<file path="src/rtl/dcm_lock_sequencer.sv">
// dcm_lock_sequencer: retrying DCM reset/lock sequencer with ordered MAC/HUFF domain reset release.
// Optional macro DCM_LOCK_RECOVERY_EN: lock loss in READY re-sequences instead of latching FAIL.
module dcm_lock_sequencer #(
  parameter int          RST_PULSE_CYCLES = 16,
  parameter int          LOCK_TIMEOUT     = 65535,
  parameter int          SETTLE_CYCLES    = 256,
  parameter int          RELEASE_GAP      = 8,
  parameter logic [3:0]  MAX_RETRIES      = 4'd7
) (
  input  logic       MASTER_CLOCK_O,
  input  logic       RESETN_I,
  input  logic       MAC_LOCKED_I,
  input  logic       HUFF_LOCKED_I,
  output logic       DCM_RESET_O,
  output logic       CLOCK_READY_O,
  output logic       MAC_RESETN_O,
  output logic       HUFF_RESETN_O,
  output logic       LOCK_FAIL_O,
  output logic [3:0] RETRY_COUNT_O
);
  typedef enum logic [2:0] {RESET_PULSE, WAIT_LOCK, SETTLE, READY, FAIL} state_t;
  localparam logic [15:0] PULSE_LAST   = 16'(RST_PULSE_CYCLES - 1);
  localparam logic [15:0] TIMEOUT_LAST = 16'(LOCK_TIMEOUT - 1);
  localparam logic [15:0] SETTLE_LAST  = 16'(SETTLE_CYCLES - 1);
  localparam logic [15:0] GAP_LAST     = 16'(RELEASE_GAP - 1);
  state_t      state, state_n;
  logic [15:0] cnt, cnt_n;
  logic [3:0]  retry_n;
  logic [1:0]  mac_sync, huff_sync;
  logic        both_locked, retry_req, huff_n;
  assign both_locked = mac_sync[1] & huff_sync[1];
  // two-flop synchronizers for the asynchronous LOCKED inputs
  always_ff @(posedge MASTER_CLOCK_O or negedge RESETN_I)
    if (!RESETN_I) begin
      mac_sync  <= 2'b00;
      huff_sync <= 2'b00;
    end else begin
      mac_sync  <= {mac_sync[0], MAC_LOCKED_I};
      huff_sync <= {huff_sync[0], HUFF_LOCKED_I};
    end
  // next state, phase counter and retry bookkeeping
  always_comb begin
    state_n   = state;
    cnt_n     = cnt + 16'd1;
    retry_n   = RETRY_COUNT_O;
    retry_req = 1'b0;
    unique case (state)
      RESET_PULSE: if (cnt == PULSE_LAST) begin
        state_n = WAIT_LOCK;
        cnt_n   = 16'd0;
      end
      WAIT_LOCK: if (both_locked) begin
        state_n = SETTLE;
        cnt_n   = 16'd0;
      end else if (cnt == TIMEOUT_LAST) retry_req = 1'b1;
      SETTLE: if (!both_locked) retry_req = 1'b1;
      else if (cnt == SETTLE_LAST) begin
        state_n = READY;
        cnt_n   = 16'd0;
        retry_n = 4'd0;
      end
`ifdef DCM_LOCK_RECOVERY_EN
      READY: if (!both_locked) retry_req = 1'b1;
      else if (cnt == GAP_LAST) cnt_n = cnt;
`else
      READY: if (!both_locked) state_n = FAIL;
      else if (cnt == GAP_LAST) cnt_n = cnt;
`endif
      FAIL: cnt_n = cnt;
      default: state_n = FAIL;
    endcase
    if (retry_req) begin
      state_n = (RETRY_COUNT_O == MAX_RETRIES) ? FAIL : RESET_PULSE;
      cnt_n   = 16'd0;
      retry_n = (RETRY_COUNT_O == MAX_RETRIES || RETRY_COUNT_O == 4'hF) ? RETRY_COUNT_O : RETRY_COUNT_O + 4'd1;
    end
    huff_n = (state_n == READY) && (HUFF_RESETN_O || (state == READY && cnt == GAP_LAST));
  end
  // state register with outputs registered from the next state
  always_ff @(posedge MASTER_CLOCK_O or negedge RESETN_I)
    if (!RESETN_I) begin
      state         <= RESET_PULSE;
      cnt           <= 16'd0;
      DCM_RESET_O   <= 1'b1;
      CLOCK_READY_O <= 1'b0;
      MAC_RESETN_O  <= 1'b0;
      HUFF_RESETN_O <= 1'b0;
      LOCK_FAIL_O   <= 1'b0;
      RETRY_COUNT_O <= 4'd0;
    end else begin
      state         <= state_n;
      cnt           <= cnt_n;
      DCM_RESET_O   <= state_n == RESET_PULSE || state_n == FAIL;
      CLOCK_READY_O <= state_n == READY;
      MAC_RESETN_O  <= state_n == READY;
      HUFF_RESETN_O <= huff_n;
      LOCK_FAIL_O   <= state_n == FAIL;
      RETRY_COUNT_O <= retry_n;
    end
endmodule

</file>
<file path="config.mk">
export PLATFORM = sky130hd
export DESIGN_NAME = dcm_lock_sequencer
export DESIGN_NICKNAME = d
export VERILOG_FILES = /design/src/rtl/dcm_lock_sequencer.sv
export SDC_FILE = /design/constraint.sdc
export NUM_CORES = 1
export LEC_CHECK = 0
export ABC_AREA = 1
export CAP_MARGIN = 10
export CORE_MARGIN = 4
export CORE_UTILIZATION = 50
export CTS_CLUSTER_SIZE = 30
export DETAILED_ROUTE_END_ITERATION = 7
export PLACE_DENSITY = 0.79
export SETUP_SLACK_MARGIN = 0.05
export SLEW_MARGIN = 5
export SYNTH_ARGS = -nofsm -noshare
export SYNTH_HDL_FRONTEND = slang
export SYNTH_SLANG_ARGS = --single-unit
</file>
<file path="constraint.sdc">
create_clock -name MASTER_CLOCK_O -period 1.4 [get_ports MASTER_CLOCK_O]
set_input_delay 0.14 -clock MASTER_CLOCK_O [delete_from_list [all_inputs] [get_ports MASTER_CLOCK_O]]
set_output_delay 0.14 -clock MASTER_CLOCK_O [all_outputs]
set_load 0.01 [all_outputs]
</file>
==> out/results.ini <==
[setup_path]
critPathSlowestCell=dfrtp_1
worst_path_largest_cell_delay_ps=410
r2r_cells=8
worstPathRequired_ps=1590
ff2ff_setup_slack_ps=-260
cp-end-kind=flop
arrival_ps=1860
crit_family=simple AND/OR/NAND/NOR gates
critPathKind=flop to flop
critPathBufInv=0
cp_common_cell=nand3_4
critPathMaxFanout=6
path_cells=ha_4, nand3_4, nor3_4, nand3_2, nand2_2, nand3_4, nand2_8, a21oi_2
startpoint_type=flop
r2r_end=cnt[5]
r2r-start=cnt[1]

[run]
maxCapViolations=0

[drt]
drt-initial-drc-count=131
totalWireLength_mm=6.206
post_drt_wl_per_cell_um=16.29
drc=0
ant_nets=0
dr.pass1.iters=5
viasPerCell=5.606
vias=2136

[power]
p_leak_nw=1.518
vdd_ir_drop_max_mv=1.346
powerDensity_nw_per_um2=1449

[synthesis]
ys.flop_type=dfrtp_1
syn-num-nets=260
synth_cells=253
yosys.area_share.xor_xnor_pct=1.333
synth_area_um2=1971
async_flop_share_pct=100.0
muxShareOfSynthArea_pct=0
ys_seq_area_share_pct=39.43
synth_seq_cells=31
synth-compound-area-share_pct=4.825
syn_avg_cell_area_um2=7.789
synth-simple-area-share_pct=40.51
synth_top_family_by_area=simple AND/OR/NAND/NOR gates
ys_warn_count=0
synthAdderAreaFrac_pct=1.905
synth_edf_count=0
ys_types=35

[timing]
drv_slew=0
min_period_ps=1663
slew_headroom_pct=60.23
whs_ps=205.6
fin_setup_tns_ps=-5634
setup_viol=27
clock.fmax_mhz=601.3
min_period_over_period_pct=118.8
finalWorstSetupSlack_ps=-263.1
final-hold-violation-count=0
finClkSkew_ps=7.374
rsz0062_at_grt=true
tightest_slew_ps=593.0

[clocking]
cts_tree=built
cts_max_level=2
numCtsBuffers=5
cts_root_buffer=clkbuf_8
hold_buffers=0
cts.sinks=31
clock_path_buffers=2
insertion_delay_ps=300
clkTransAtPathRegs_ps=70

[placed_design]
preCtsSetupSlack_ps=-344.1
hpwl_mm=3.519
io_buffers=12
gp_congestion=0.8837
place_inst=357

[cells_and_area]
utilization_pct=79.95
n_fill_cell=226
antenna_cells=0
finalNonFillerCells=381
drive_above_1_share_pct=43.54
areaGrowthSynthToFinish_pct=51.87
finalNetCount=339

[worst_hold_path]
holdCritPathClass=primary input to async pin

[global_route]
grt_max_degree=32
grt_usage_pct=24.83
grt_remaining_overflow=0
grt_pass1_wl_mm=9.791
grt_antenna_before_repair=0
grt_pass1_vias=2111

[die]
row_count=22
dieArea_um2=5010
pin_count=13
die_w_um=70.78
die_y_um=70.78
initial_utilization_pct=52.64
core_um2=3744

[outcome]
violations=negative setup slack
status=finished with violations

==> timing repair <==
item,4_1_cts,5_1_grt
pin swaps,16,11
resized for setup,40,34
setup endpoints to repair,32,32
buffers inserted,12,2
cloned,2,0
==> cells by family (layout without fill, tap and decap cells) <==
kind of cell	count (synthesis)	in the layout
compound gates	15	15
xor+xnor	3	3
fa+ha+maj	3	3
buf+inv	48	126
flops	31	31
simple gates	153	155
==> area by class of cell <==
cell class / count / area, µm² / share of cell area [%]
flip-flops and latches: 31 / 779.5 / 26.05
repair buffers: 78 / 666.9 / 22.28
multi-input cells: 176 / 1242 / 41.51
inverters: 40 / 151.4 / 5.059
clock inverters: 3 / 23.77 / 0.7943
clock buffers: 5 / 68.82 / 2.299
well taps: 48 / 60.06 / 2.007
==> worst max-delay path by stage <==
| stage | startpoint | depth (start not counted) | endpoint |
|---|---|---|---|
| 2_1_floorplan | cnt[1] | 9 | cnt[0] |
| 3_3_place_gp | cnt[1] | 9 | cnt[5] |
| 3_5_place_dp | cnt[1] | 9 | cnt[5] |
| 4_1_cts | cnt[0] | 8 | cnt[0] |
| 5_1_grt | cnt[0] | 8 | cnt[5] |
| 6_report | cnt[1] | 8 | cnt[5] |
==> power breakdown <==
part	internal [mW]	switching (mW)	leakage [nW]
combinational	0.998	1.36	1.07
sequential	1.06	0.166	0.407
clock	0.355	0.396	0.0408
==> cell usage after synthesis, drive strengths merged, types with 2 or more instances <==
library cell	n	share of area, %
nand3	35	10
and3	2	0.70
ha	3	1.9
buf	8	4.3
o22ai	2	0.63
nand2	59	12
o21ai	6	1.5
dfrtp	30	38
nor3	6	2.3
nand4	21	7.4
a21oi	5	1.8
xor2	2	0.89
inv	39	7.4
nor2	30	7.6
==> flip-flops by register name (all words and copies together), names as in the netlist <==
name and flops:
RETRY_COUNT_O 4, cnt 16, state 3, DCM_RESET_O 1, huff_sync 2, MAC_RESETN_O 1
mac_sync 2, LOCK_FAIL_O 1, HUFF_RESETN_O 1
==> placed cells by master, fill, tap and decap left out, types with 2 or more instances in the layout <==
| master | count |
|---|---|
| buf_4 | 57 |
| nand2_1 | 44 |
| inv_1 | 34 |
| dfrtp_1 | 28 |
| nand3_1 | 22 |
| nand4_1 | 20 |
| nor2_1 | 17 |
| nand3_2 | 9 |
| nand2_2 | 9 |
| nor2_4 | 8 |
| buf_6 | 8 |
| inv_2 | 5 |
| nor2_2 | 5 |
| clkbuf_8 | 5 |
| dlymetal6s2s_1 | 5 |
| nand3_4 | 4 |
| nand2_4 | 4 |
| a21oi_2 | 4 |
| clkdlybuf4s50_1 | 4 |
| nor3_2 | 3 |
| nand2_8 | 3 |
| o21ai_1 | 3 |
| dlygate4sd2_1 | 3 |
| nor3_4 | 2 |
| o22ai_2 | 2 |
| o21ai_2 | 2 |
| ha_4 | 2 |
| clkinvlp_4 | 2 |
| dfrtp_2 | 2 |
==> metrics by stage <==
step	power, mW	instance area, µm²
after floorplan	2.279	1996
after global placement	2.751	2494
after detailed placement	2.801	2494
after CTS	3.940	2856
after global routing	4.601	2993
final	4.336	2993
==> routing by layer <==
metal	GRT usage [%]	routed length, µm	vias up
met5	0	0	-
met1	29.89	2366	1016
li1	-	-	986
met3	5.966	456	23
met4	11.06	268	0
met2	42.02	3115	111
No activity file was read; power rests on OpenSTA's default activity.
